<file path="src/rtl/ysyx_bus_arb.sv">
// Two-master (L1I refill / L1D load-store), one-slave memory port arbiter.
// One transaction in flight at a time; simultaneous requests alternate round-robin.
module ysyx_bus_arb #(
    parameter int XLEN    = 32,
    parameter int I_BURST = 4
) (
    input  logic            clock,
    input  logic            reset,

    input  logic            i_arvalid,
    input  logic [XLEN-1:0] i_araddr,
    output logic            i_bus_ready,
    output logic [XLEN-1:0] i_rdata,
    output logic            i_rvalid,
    output logic            i_rlast,

    input  logic            d_arvalid,
    input  logic [XLEN-1:0] d_araddr,
    input  logic [7:0]      d_rstrb,
    output logic            d_rvalid,
    output logic [XLEN-1:0] d_rdata,
    input  logic            d_awvalid,
    input  logic [XLEN-1:0] d_awaddr,
    input  logic [7:0]      d_wstrb,
    input  logic            d_wvalid,
    input  logic [XLEN-1:0] d_wdata,
    output logic            d_wready,

    output logic            m_arvalid,
    input  logic            m_arready,
    output logic [XLEN-1:0] m_araddr,
    output logic [7:0]      m_arlen,
    output logic [2:0]      m_arsize,
    input  logic            m_rvalid,
    input  logic [XLEN-1:0] m_rdata,
    input  logic            m_rlast,
    output logic            m_awvalid,
    input  logic            m_awready,
    output logic [XLEN-1:0] m_awaddr,
    output logic [XLEN-1:0] m_wdata,
    output logic [3:0]      m_wstrb,
    input  logic            m_bvalid
);

    typedef enum logic [2:0] {
        IDLE, I_AR, I_R, D_AR, D_R, D_W, D_B
    } state_e;

    state_e          state_q, state_d;
    logic            lastGrantD_q;
    logic [XLEN-1:0] arAddr_q;
    logic [7:0]      arLen_q;
    logic [2:0]      arSize_q;
    logic [XLEN-1:0] awAddr_q;
    logic [XLEN-1:0] wData_q;
    logic [3:0]      wStrb_q;
    logic [XLEN-1:0] iRdata_q;
    logic            iRvalid_q;
    logic            iRlast_q;
    logic [XLEN-1:0] dRdata_q;
    logic            dRvalid_q;
    logic            dWready_q;

    logic            dStore;
    logic            dReq;
    logic            grantI;
    logic            grantD;
    logic [2:0]      dSize;
    logic            unusedStrbHi;

    assign dStore = d_awvalid & d_wvalid;
    assign dReq   = d_arvalid | dStore;
    // On a tie the side that did not win last time gets the port.
    assign grantI = (state_q == IDLE) & i_arvalid & (~dReq | lastGrantD_q);
    assign grantD = (state_q == IDLE) & dReq & (~i_arvalid | ~lastGrantD_q);
    assign dSize  = (d_rstrb == 8'h01) ? 3'd0 :
                    (d_rstrb == 8'h03) ? 3'd1 : 3'd2;
    assign unusedStrbHi = ^d_wstrb[7:4];

    always_ff @(posedge clock or posedge reset) begin
        if (reset) begin
            state_q <= IDLE;
        end else begin
            state_q <= state_d;
        end
    end

    always_comb begin
        state_d = state_q;
        case (state_q)
            IDLE: begin
                if (grantI) begin
                    state_d = I_AR;
                end else if (grantD) begin
                    state_d = dStore ? D_W : D_AR;
                end
            end
            I_AR:    if (m_arready)            state_d = I_R;
            I_R:     if (m_rvalid && m_rlast)  state_d = IDLE;
            D_AR:    if (m_arready)            state_d = D_R;
            D_R:     if (m_rvalid)             state_d = IDLE;
            D_W:     if (m_awready)            state_d = D_B;
            D_B:     if (m_bvalid)             state_d = IDLE;
            default:                           state_d = IDLE;
        endcase
    end

    always_comb begin
        i_bus_ready = (state_q == IDLE);
        m_arvalid   = (state_q == I_AR) || (state_q == D_AR);
        m_awvalid   = (state_q == D_W);
    end

    // Request payload is captured only at grant, so it stays stable until handshake.
    always_ff @(posedge clock or posedge reset) begin
        if (reset) begin
            lastGrantD_q <= 1'b1;
            arAddr_q     <= '0;
            arLen_q      <= '0;
            arSize_q     <= '0;
            awAddr_q     <= '0;
            wData_q      <= '0;
            wStrb_q      <= '0;
        end else if (grantI) begin
            lastGrantD_q <= 1'b0;
            arAddr_q     <= i_araddr;
            arLen_q      <= 8'(I_BURST - 1);
            arSize_q     <= 3'd2;
        end else if (grantD) begin
            lastGrantD_q <= 1'b1;
            if (dStore) begin
                awAddr_q <= d_awaddr;
                wStrb_q  <= d_wstrb[3:0] << d_awaddr[1:0];
                wData_q  <= d_wdata << {d_awaddr[1:0], 3'b000};
            end else begin
                arAddr_q <= d_araddr;
                arLen_q  <= 8'd0;
                arSize_q <= dSize;
            end
        end
    end

    // Responses are only honoured in the state that expects them.
    always_ff @(posedge clock or posedge reset) begin
        if (reset) begin
            iRdata_q  <= '0;
            iRvalid_q <= 1'b0;
            iRlast_q  <= 1'b0;
            dRdata_q  <= '0;
            dRvalid_q <= 1'b0;
            dWready_q <= 1'b0;
        end else begin
            iRvalid_q <= (state_q == I_R) && m_rvalid;
            iRlast_q  <= (state_q == I_R) && m_rvalid && m_rlast;
            dRvalid_q <= (state_q == D_R) && m_rvalid;
            dWready_q <= (state_q == D_B) && m_bvalid;
            if ((state_q == I_R) && m_rvalid) begin
                iRdata_q <= m_rdata;
            end
            if ((state_q == D_R) && m_rvalid) begin
                dRdata_q <= m_rdata;
            end
        end
    end

    assign m_araddr = arAddr_q;
    assign m_arlen  = arLen_q;
    assign m_arsize = arSize_q;
    assign m_awaddr = awAddr_q;
    assign m_wdata  = wData_q;
    assign m_wstrb  = wStrb_q;
    assign i_rdata  = iRdata_q;
    assign i_rvalid = iRvalid_q;
    assign i_rlast  = iRlast_q;
    assign d_rdata  = dRdata_q;
    assign d_rvalid = dRvalid_q;
    assign d_wready = dWready_q;

endmodule
</file>
<file path="config.mk">
export PLATFORM = sky130hd
export DESIGN_NAME = ysyx_bus_arb
export DESIGN_NICKNAME = d
export VERILOG_FILES = /design/src/rtl/ysyx_bus_arb.sv
export SDC_FILE = /design/constraint.sdc
export NUM_CORES = 1
export LEC_CHECK = 0
export ABC_AREA = 1
export BUFFER_PORTS_ARGS = -buffer_cell sky130_fd_sc_hd__buf_2
export CORE_MARGIN = 3
export CORE_UTILIZATION = 42
export DETAILED_ROUTE_END_ITERATION = 8
export GPL_ROUTABILITY_DRIVEN = 0
export PLACE_DENSITY = 0.76
export RECOVER_POWER = 100
export SLEW_MARGIN = 0
export SYNTH_ARGS = -nofsm -noshare
export SYNTH_HDL_FRONTEND = slang
export SYNTH_SLANG_ARGS = --single-unit
</file>
<file path="constraint.sdc">
create_clock -name clock -period 5.3 [get_ports clock]
set_input_delay 0.53 -clock clock [delete_from_list [all_inputs] [get_ports clock]]
set_output_delay 0.53 -clock clock [all_outputs]
set_load 0.005 [all_outputs]
</file>
==> run metrics <==
asr flop ratio synth 100.0%; gr usage total 21.79%; Tmin final 4.210 ns; Final Hold Viols 0; Die H 142.8 um; hold_sp d_awaddr[9]; Finish-stage setup viols 0; Num Clock Sinks 175; clock network power share 22.9%; Crit Path Class register to register; largest net degree at the start of global routing 100; failing checks capacitance limit, slew limit; DRC 0; final-stage net count 1506; Post-Syn Area 7855 um2; Int Pwr 3.287 mW; die area 20380 um2; Iteration-0 DRC Markers 337; Routed WL 22.97 mm; commonest non-fill, non-tap cell in the layout nand2_1; site row count 49; crit path launch state_q[2]; GR Overflow Total 0; Reg-to-Reg Start state_q[2]; sequential share of power 42.7%; fraction of layout cells with a size suffix above 1 20.27%; via count 7554; core area 18150 um2; Worst Setup End Kind register; Hold Buf Count CTS 0; Max Fclk 0.2376 GHz; Mapped Cells 997; initial antenna violation count 0; Hold Path Stages 3; area occupied by multi-input gates 2933 um2; Antenna Nets Post-Route 0; Net Sw Power 2.065 mW; EDFF count, synth 0; via/cell ratio 4.839; wire per inst 14.71 um; clock-pin slew on the worst setup and hold paths 0.07 ns; RSZ-0062 raised after global routing false; Slew headroom -70.49%; Util after Layout 55.26%; Comb power frac 34.4%; Post-CTS Resized 0; vias in the first global route 7082; DP HPWL 16.70 mm; io pins 369; Leakage 5.586 nW; setup TNS 0 ns; Startpoint Class register; CTS tree done; Slew @ Worst Pin 2.543 ns; Pwr Density 533.7 nW/um2; Area Growth Syn to Fin 27.67%; Initial Util 43.28%; highest-count cells in the layout ignoring fill and taps nand2_1, buf_2, dfrtp_1, clkbuf_1, o21ai_0; fin crit share 79.43%; CTS H-tree depth 4; worst path required time 5.61 ns; average size of a mapped cell 7.879 um2; status complete, but fails checks; max cap viols 3; Num CTS Buffers 17; Hold Slack 0.2894 ns; Worst Hold Class input pin to register; final slew viol count 189; Root Driver clkbuf_16; First-pass DRT Iterations 4; first-pass GRT wire length 35.45 mm; Worst EP arrival 4.52 ns; ys flop type dfrtp_1; depth of the worst register-to-register path 8; CP max FO 99; I/O Buffers 357; Switching Share 38.58%; clk_lat worst skew 0.43 ns; Max Root-Sink Buffers 2; clock skew 0.01235 ns; register area 4380 um2; Post-CTS Setup Bufs 0; FF+latch count, synth 175; sequential share of the synthesized area 55.77%; fill count 1777; post-synth cell types 25; Die Width 142.8 um; Yosys warnings 0; ANT cells 0; worst vdd ir 0.2270 mV
## worst paths after layout
| kind | end | slack [ns] |
|---|---|---|
| hold reg to reg | m_araddr[26] | 0.48 |
| max in group asynchronous | d_rdata[28] | 2.15 |
| setup / recovery | m_awaddr[8] | 1.09 |
| min in group asynchronous | m_awaddr[28] | 0.79 |
| setup reg to reg | m_awaddr[8] | 1.09 |
| hold / removal | m_awaddr[9] | 0.29 |
## cell type report
class	count	area share, %
flip-flops and latches	175	43.68
multi-input cells	711	29.25
repair buffers	361	16.38
clock buffers	18	4.379
well taps	229	2.857
inverters	53	1.996
clock inverters	14	1.460
## worst max-delay path, cell delays in order (launching register included)
cell and delay (ns):
dfrtp_1 0.49, inv_1 0.11, nand2_1 0.12, nor2_4 0.58, nand2_2 0.66, nand3_4 0.86, inv_1 0.86, nand2_1 0.24
nand2_1 0.07
## sequential cells by signal (all words and copies together) (netlist names), 2 cells and up
signal,cells
m_wstrb,4
i_rdata,32
m_araddr,32
state_q,3
d_rdata,32
m_wdata,32
m_awaddr,32
m_arsize,2
## metal layers
metal  GRT usage (%)  up-vias  wire length, um
met1           26.57     3498             9315
met4           7.904        0              540
met5               0        -                0
met2           36.42      287            11200
met3           6.932       35             1917
li1                -     3734                -
## cells by family (layout without fill, tap and decap cells)
kind of cell | count (synthesis) | after routing | share of synthesized area (%)
buffers and inverters | 117 | 446 | 6.961
AO/OA/AOI/OAI | 105 | 105 | 6.881
flip-flops | 175 | 175 | 55.77
other | 1 | 7 | 0.04774
AND/OR/NAND/NOR | 599 | 599 | 30.34
## cells in the mapped netlist (2+ instances only)
library cell,number,share of area [%]
a31oi_1,9,0.72
nand2_1,505,24
clkbuf_1,23,1.1
dfrtp_1,174,55
buf_4,12,1.1
buf_1,4,0.19
nor3_1,3,0.19
o21ai_0,94,6.0
inv_1,47,2.2
inv_2,6,0.29
buf_2,20,1.3
nand2_2,3,0.24
nand4_1,3,0.24
buf_6,5,0.72
nand3_1,57,3.6
nor2_1,22,1.1
nor2_4,2,0.29
## stage by stage
step,setup slack [ns],instances,power [mW],instance area [um2]
after floorplan,0.02645,1003,3.339,7878
after global placement,1.453,1529,4.214,9641
after detailed placement,1.390,1529,4.284,9641
after CTS,1.402,1561,5.530,10230
after global routing,0.6029,1561,5.803,10030
final,1.090,1561,5.352,10030
## power groups by stage
| stage | combinational (mW) | clock, mW | sequential (mW) |
|---|---|---|---|
| 5_1_grt | 2.13 | 1.31 | 2.36 |
| 6_report | 1.84 | 1.22 | 2.29 |
| 2_1_floorplan | 1.01 | 0 | 2.33 |
| 3_3_place_gp | 1.94 | 0 | 2.27 |
| 4_1_cts | 2.00 | 1.26 | 2.27 |
| 3_5_place_dp | 2.01 | 0 | 2.28 |
Power figures use the tool's default switching activity.
